--- src/rtl/mc_controller.sv ---
// mc_controller: control FSM for a multi-cycle MIPS-subset datapath.
// The state register and the counters are clocked. The strobes and selects are decoded from
// the current state, the held IR fields, zero and mem_ready. They are forced low while rst
// is high, so an abort takes effect before the next clock edge.
module mc_controller #(
    parameter int unsigned MUL_LAT = 4,   // MULW cycles, 1..15
    parameter int unsigned EN_MULT = 1,
    parameter int unsigned CNT_W   = 32
) (
    input  logic             clk,
    input  logic             rst,
    input  logic [5:0]       opcode,
    input  logic [5:0]       funct,
    input  logic             zero,
    input  logic             mem_ready,
    output logic             pc_wr,
    output logic             ir_wr,
    output logic             wr_en,
    output logic             mem_rd,
    output logic             mem_wr,
    output logic             hilo_wr,
    output logic [1:0]       sel_dest,
    output logic             sel_opB,
    output logic [5:0]       alu_op,
    output logic [1:0]       sel_data,
    output logic [1:0]       sel_pc,
    output logic             sel_addr,
    output logic [2:0]       state,
    output logic             illegal,
    output logic [CNT_W-1:0] retired
);

    typedef enum logic [2:0] {
        StFetch  = 3'd0,
        StDecode = 3'd1,
        StExec   = 3'd2,
        StMem    = 3'd3,
        StWb     = 3'd4,
        StMulw   = 3'd5
    } state_e;

    // Opcodes
    localparam logic [5:0] OpRtype = 6'b000000;
    localparam logic [5:0] OpJ     = 6'b000010;
    localparam logic [5:0] OpJal   = 6'b000011;
    localparam logic [5:0] OpBeq   = 6'b000100;
    localparam logic [5:0] OpBne   = 6'b000101;
    localparam logic [5:0] OpAddi  = 6'b001000;
    localparam logic [5:0] OpSlti  = 6'b001010;
    localparam logic [5:0] OpLw    = 6'b100011;
    localparam logic [5:0] OpSw    = 6'b101011;

    // R-type function codes
    localparam logic [5:0] FnSll   = 6'b000000;
    localparam logic [5:0] FnSrl   = 6'b000010;
    localparam logic [5:0] FnJr    = 6'b001000;
    localparam logic [5:0] FnMult  = 6'b011000;
    localparam logic [5:0] FnAdd   = 6'b100000;
    localparam logic [5:0] FnSub   = 6'b100010;
    localparam logic [5:0] FnSlt   = 6'b101010;

    // Last MULW cycle index; the result is written to HI/LO in that cycle
    localparam logic [3:0] MulLast = 4'(MUL_LAT - 1);

    state_e           state_q;
    state_e           state_d;
    logic [3:0]       mul_cnt_q;
    logic [CNT_W-1:0] retired_q;

    logic is_r;
    logic r_alu;
    logic r_jr;
    logic r_mult;
    logic is_addi;
    logic is_slti;
    logic is_lw;
    logic is_sw;
    logic is_beq;
    logic is_bne;
    logic is_j;
    logic is_jal;
    logic legal;

    // Decode the instruction class from the IR fields, which stay stable after FETCH
    always_comb begin
        is_r    = (opcode == OpRtype);
        r_alu   = is_r && ((funct == FnAdd) || (funct == FnSub) || (funct == FnSlt) ||
                           (funct == FnSll) || (funct == FnSrl));
        r_jr    = is_r && (funct == FnJr);
        r_mult  = is_r && (funct == FnMult) && (EN_MULT != 0);
        is_addi = (opcode == OpAddi);
        is_slti = (opcode == OpSlti);
        is_lw   = (opcode == OpLw);
        is_sw   = (opcode == OpSw);
        is_beq  = (opcode == OpBeq);
        is_bne  = (opcode == OpBne);
        is_j    = (opcode == OpJ);
        is_jal  = (opcode == OpJal);
        legal   = r_alu || r_jr || r_mult || is_addi || is_slti || is_lw || is_sw ||
                  is_beq || is_bne || is_j || is_jal;
    end

    // Next state and datapath controls; every output stays at 0 while rst is high
    always_comb begin
        state_d  = state_q;
        pc_wr    = 1'b0;
        ir_wr    = 1'b0;
        wr_en    = 1'b0;
        mem_rd   = 1'b0;
        mem_wr   = 1'b0;
        hilo_wr  = 1'b0;
        illegal  = 1'b0;
        sel_dest = 2'd0;
        sel_opB  = 1'b0;
        alu_op   = 6'd0;
        sel_data = 2'd0;
        sel_pc   = 2'd0;
        sel_addr = 1'b0;
        if (!rst) begin
            case (state_q)
                StFetch: begin
                    mem_rd = 1'b1;
                    if (mem_ready) begin
                        ir_wr   = 1'b1;
                        pc_wr   = 1'b1;
                        state_d = StDecode;
                    end
                end
                StDecode: begin
                    if (!legal) begin
                        illegal = 1'b1;
                        state_d = StFetch;
                    end else if (is_j) begin
                        pc_wr   = 1'b1;
                        sel_pc  = 2'd2;
                        state_d = StFetch;
                    end else if (is_jal) begin
                        // Link: r31 <= PC (already PC+4 after FETCH)
                        pc_wr    = 1'b1;
                        sel_pc   = 2'd2;
                        wr_en    = 1'b1;
                        sel_dest = 2'd2;
                        sel_data = 2'd2;
                        state_d  = StFetch;
                    end else begin
                        state_d = StExec;
                    end
                end
                StExec: begin
                    if (is_r) begin
                        alu_op = funct;
                    end else if (is_addi || is_lw || is_sw) begin
                        alu_op  = FnAdd;
                        sel_opB = 1'b1;
                    end else if (is_slti) begin
                        alu_op  = FnSlt;
                        sel_opB = 1'b1;
                    end else if (is_beq || is_bne) begin
                        alu_op = opcode;
                    end

                    if (r_alu || is_addi || is_slti) begin
                        state_d = StWb;
                    end else if (is_lw || is_sw) begin
                        state_d = StMem;
                    end else if (is_beq) begin
                        pc_wr   = zero;
                        sel_pc  = 2'd1;
                        state_d = StFetch;
                    end else if (is_bne) begin
                        pc_wr   = !zero;
                        sel_pc  = 2'd1;
                        state_d = StFetch;
                    end else if (r_jr) begin
                        pc_wr   = 1'b1;
                        sel_pc  = 2'd3;
                        state_d = StFetch;
                    end else if (r_mult) begin
                        state_d = StMulw;
                    end else begin
                        state_d = StFetch;
                    end
                end
                StMem: begin
                    sel_addr = 1'b1;
                    mem_rd   = is_lw;
                    mem_wr   = is_sw;
                    // A non-memory IR here cannot complete, so it is dropped
                    if (!(is_lw || is_sw)) begin
                        state_d = StFetch;
                    end else if (mem_ready) begin
                        state_d = is_lw ? StWb : StFetch;
                    end
                end
                StWb: begin
                    wr_en    = 1'b1;
                    sel_dest = is_r ? 2'd0 : 2'd1;
                    sel_data = is_lw ? 2'd1 : 2'd0;
                    state_d  = StFetch;
                end
                StMulw: begin
                    alu_op = FnMult;
                    if (mul_cnt_q == MulLast) begin
                        hilo_wr = 1'b1;
                        state_d = StFetch;
                    end
                end
                default: begin
                    state_d = StFetch;
                end
            endcase
        end
    end

    // State register, MULW cycle counter and retired-instruction counter
    always_ff @(posedge clk or posedge rst) begin
        if (rst) begin
            state_q   <= StFetch;
            mul_cnt_q <= 4'd0;
            retired_q <= '0;
        end else begin
            state_q <= state_d;
            if ((state_q == StMulw) && (state_d == StMulw)) begin
                mul_cnt_q <= mul_cnt_q + 4'd1;
            end else begin
                mul_cnt_q <= 4'd0;
            end
            // Count completed instructions; illegal ones return to FETCH uncounted
            if ((state_q != StFetch) && (state_d == StFetch) && !illegal) begin
                retired_q <= retired_q + CNT_W'(1);
            end
        end
    end

    assign state   = state_q;
    assign retired = retired_q;

endmodule

--- config.mk ---
export PLATFORM = sky130hd
export DESIGN_NAME = mc_controller
export DESIGN_NICKNAME = d
export VERILOG_FILES = /design/src/rtl/mc_controller.sv
export SDC_FILE = /design/constraint.sdc
export NUM_CORES = 1
export LEC_CHECK = 0
export ABC_AREA = 1
export CAP_MARGIN = 5
export CORE_AREA = 10 10 86 88
export CTS_CLUSTER_DIAMETER = 60
export CTS_CLUSTER_SIZE = 10
export DETAILED_ROUTE_END_ITERATION = 8
export DIE_AREA = 0 0 96 98
export GPL_ROUTABILITY_DRIVEN = 0
export PLACE_DENSITY = 0.91
export SLEW_MARGIN = 20
export SYNTH_ARGS = -nofsm -noshare
export SYNTH_HDL_FRONTEND = slang
export SYNTH_SLANG_ARGS = --single-unit
--- constraint.sdc ---
create_clock -name clk -period 13 [get_ports clk]
set_input_delay 3.9 -clock clk [delete_from_list [all_inputs] [get_ports clk]]
set_output_delay 3.9 -clock clk [all_outputs]
set_load 0.05 [all_outputs]
==> impl_metrics.tcl <==
set metrics [dict create \
    setup_viol 0 \
    synth_simple_gate_area_share_pct 45.4 \
    worstHoldStart "mul_cnt_q[0]" \
    synthCells 438 \
    grt_pass1_vias 2816 \
    drt_first_pass_iters 7 \
    p_leak_nw 1.79 \
    antenna_found_initial 0 \
    synth_top_family_by_area "simple AND/OR/NAND/NOR gates" \
    num_antenna_cells 0 \
    muxShareOfSynthArea_pct 0 \
    crit_family "buffers and inverters" \
    post_cts_resized 0 \
    synth_fa_ha_area_share_pct 0.844 \
    hold-path-endpoint "mul_cnt_q[0]" \
    post_synth_num_cell_types 33 \
    data_arrival_time_of_the_worst_path_ns 6.61 \
    max-vdd-ir-drop_mv 0.0723 \
    grt_remaining_overflow 0 \
    critPathKind "in2out" \
    dieWidth_um 96 \
    post_synth_edffs 0 \
    area_delta_synth_final_pct 28.4 \
    async_flop_share_pct 100 \
    power_density_mw_per_mm2 95.6 \
    grt_max_degree 51 \
    post-cts-setup-buffer-count 0 \
    status "complete, no violations" \
    post-synth-top-area-cell "dfrtp_1" \
    max_cap_violation_count 0 \
    placement.setup.worst_slack_ns 2.24 \
    r2r_start "state[1]" \
    ys_top_cells_by_count "145 x nand2_1, 64 x nor2_1, 41 x nand4_1, 39 x dfrtp_1, 32 x inv_1" \
    route.detailed.vias_per_inst 5.59 \
    hp-class "reg2reg" \
    fin_crit_sh_pct 80.8 \
    routed_wire_length_per_instance_um 14.7 \
    cts.hold.buffers_added 0 \
    dominant_cells_by_area_after_synthesis "dfrtp_1 33%, nand2_1 18%, nand4_1 8.6%" \
    worst-endpoint-required_ns 9.10 \
    via_count 3228 \
    start_kind "primary input" \
    synth-compound-area-share_pct 3.76 \
    synthFlopType "dfrtp_1" \
    drt.antenna.violating_nets 0 \
    worstPathCellList "clkdlybuf4s50_1 -> clkinv_2 -> nand2_1 -> nor4_1 -> clkdlybuf4s50_1" \
    setup_slack_ns 2.49 \
    finalCriticalPeriod_ns 10.51 \
    least_margin_pin_slew_ns 0.829 \
    die_y_um 98 \
    place.detailed.hpwl_mm 6.45 \
    io_pins 72 \
    finalClockSkew_ns 0.0115 \
    post_route_cells_drive_above_1_share_pct 4.58 \
    detail_route.iter0.violations 337 \
    crit_slowest_cell "clkdlybuf4s50_1" \
    row_count 28 \
    initial_utilization_pct 51.6 \
    post_synthesis_xor_xnor_area_fraction_pct 9.45 \
    reg2regPathDepth 13 \
    worst_setup_hold_path_clk_slew_ns 0.08 \
    grt_setup_unrepaired "no" \
    dieArea_mm2 0.00941 \
    slew_violations 0 \
    maxSlewHeadroom_pct 44.6 \
    yosysWarningCount 0 \
    htree_levels 2 \
    drt-total-wl_mm 8.48 \
    ff2ff_setup_slack_ns 10.33 \
    inserted_clock_buffers 5 \
    drt_drc_violations_left 0 \
    worstPathBufferInverterCount 3 \
    timing_hold_violations_final 0 \
    clk-insertion-delay-late_ns 0.31 \
    postSynthAreaPerCell_um2 6.77 \
    worstReg2RegEnd "retired[17]" \
    synth.yosys.seq_area_share_pct 32.9 \
    grt_pass1_wl_mm 13.9 \
    syn-cell-area_mm2 0.00297 \
    worstPathMaxFanout 50 \
    fmax_mhz 95.1 \
    totalPowerFinal_w 0.000364 \
    fin_tns_setup_ns 0 \
    clock_sink_count 39 \
    layout.nets 519 \
    core-area_mm2 0.00575 \
    root_driver "clkbuf_8" \
    synth_most_common_cell "nand2_1" \
    setup.worst_path.end_class "primary output" \
    startpoint_of_the_most_critical_setup_path "rst" \
    cpPeakStageDelay_ns 0.86 \
    worst_path_most_repeated_cell "clkdlybuf4s50_1" \
    clock_path_buffers 2 \
    yosys.area.top_type_share_pct 32.9 \
    numPortBuffers 71 \
    ys_ff_latch 39 \
    worst_hold_path.num_cells 1 \
    tritoncts "yes" \
    syn_nets 456 \
    global_route.usage.total_pct 17.8 \
]
==> logic make-up (layout without fill, tap and decap cells) <==
| kind of cell | Yosys count | count (layout) |
|---|---|---|
| AO/OA/AOI/OAI | 17 | 17 |
| XOR/XNOR | 32 | 32 |
| adder cells (fa/ha/maj) | 2 | 2 |
| buffers and inverters | 49 | 113 |
| flip-flops | 39 | 39 |
| AND/OR/NAND/NOR | 299 | 299 |
==> stage by stage <==
stage | cell area (µm²) | util, % | hold slack [ns] | std cells
2_1_floorplan | 2970 | - | 0.433 | 438
3_3_place_gp | 3670 | 63.9 | 0.446 | 569
6_report | 3810 | 66.2 | 0.469 | 577
5_1_grt | 3810 | 66.2 | 0.504 | 577
3_5_place_dp | 3670 | 63.9 | 0.464 | 569
4_1_cts | 3800 | 66.2 | 0.475 | 577
==> per-layer routing <==
layer,up-vias,GRT usage [%],part of all wire (%)
met2,171,27.2,46
li1,1559,-,-
met4,0,4.20,1.6
met1,1477,24.2,42
met5,-,0,0
met3,21,4.52,9.6
==> report_power, final <==
part	switching [W]	leakage (nW)	internal (W)
Sequential	0.0000117	0.539	0.000128
Combinational	0.0000736	1.18	0.0000302
Clock	0.0000437	0.0654	0.0000767
Total	0.000129	1.79	0.000235
==> registers in the layout (all words and copies together), names as in the netlist <==
name / count
state: 3
mul_cnt_q: 4
retired: 32
==> placed cells by master, fill, tap and decap left out, types with 2 or more instances in the layout <==
cell type and count:
nand2_1 145, clkdlybuf4s50_1 71, nor2_1 64, nand4_1 41
dfrtp_1 39, inv_1 31, nand3_1 20, xor2_1 18
xnor2_1 14, nor3_1 11, a21oi_1 7, nor4_1 5
clkbuf_8 5, nor2_2 3, o21ai_0 3, nand3_2 2
inv_2 2, nor2_4 2, o31ai_1 2, ha_1 2
bufinv_16 2
==> worst max-delay path by stage <==
stage | end | cells after the start
final | sel_pc[0] | 5
after global routing | sel_pc[0] | 5
after CTS | illegal | 5
after detailed placement | illegal | 5
after global placement | sel_pc[0] | 5
after floorplan | sel_pc[0] | 5
==> layout make-up <==
cell class,instances,area [µm²]
fill,504,1940
clock inverter,2,60.1
sequential,39,976
timing repair buffer,71,711
multi-input combinational,350,1760
tap,75,93.8
inverter,34,129
clock buffer,6,72.6
Note: power is estimated with default switching activity, not from simulation.
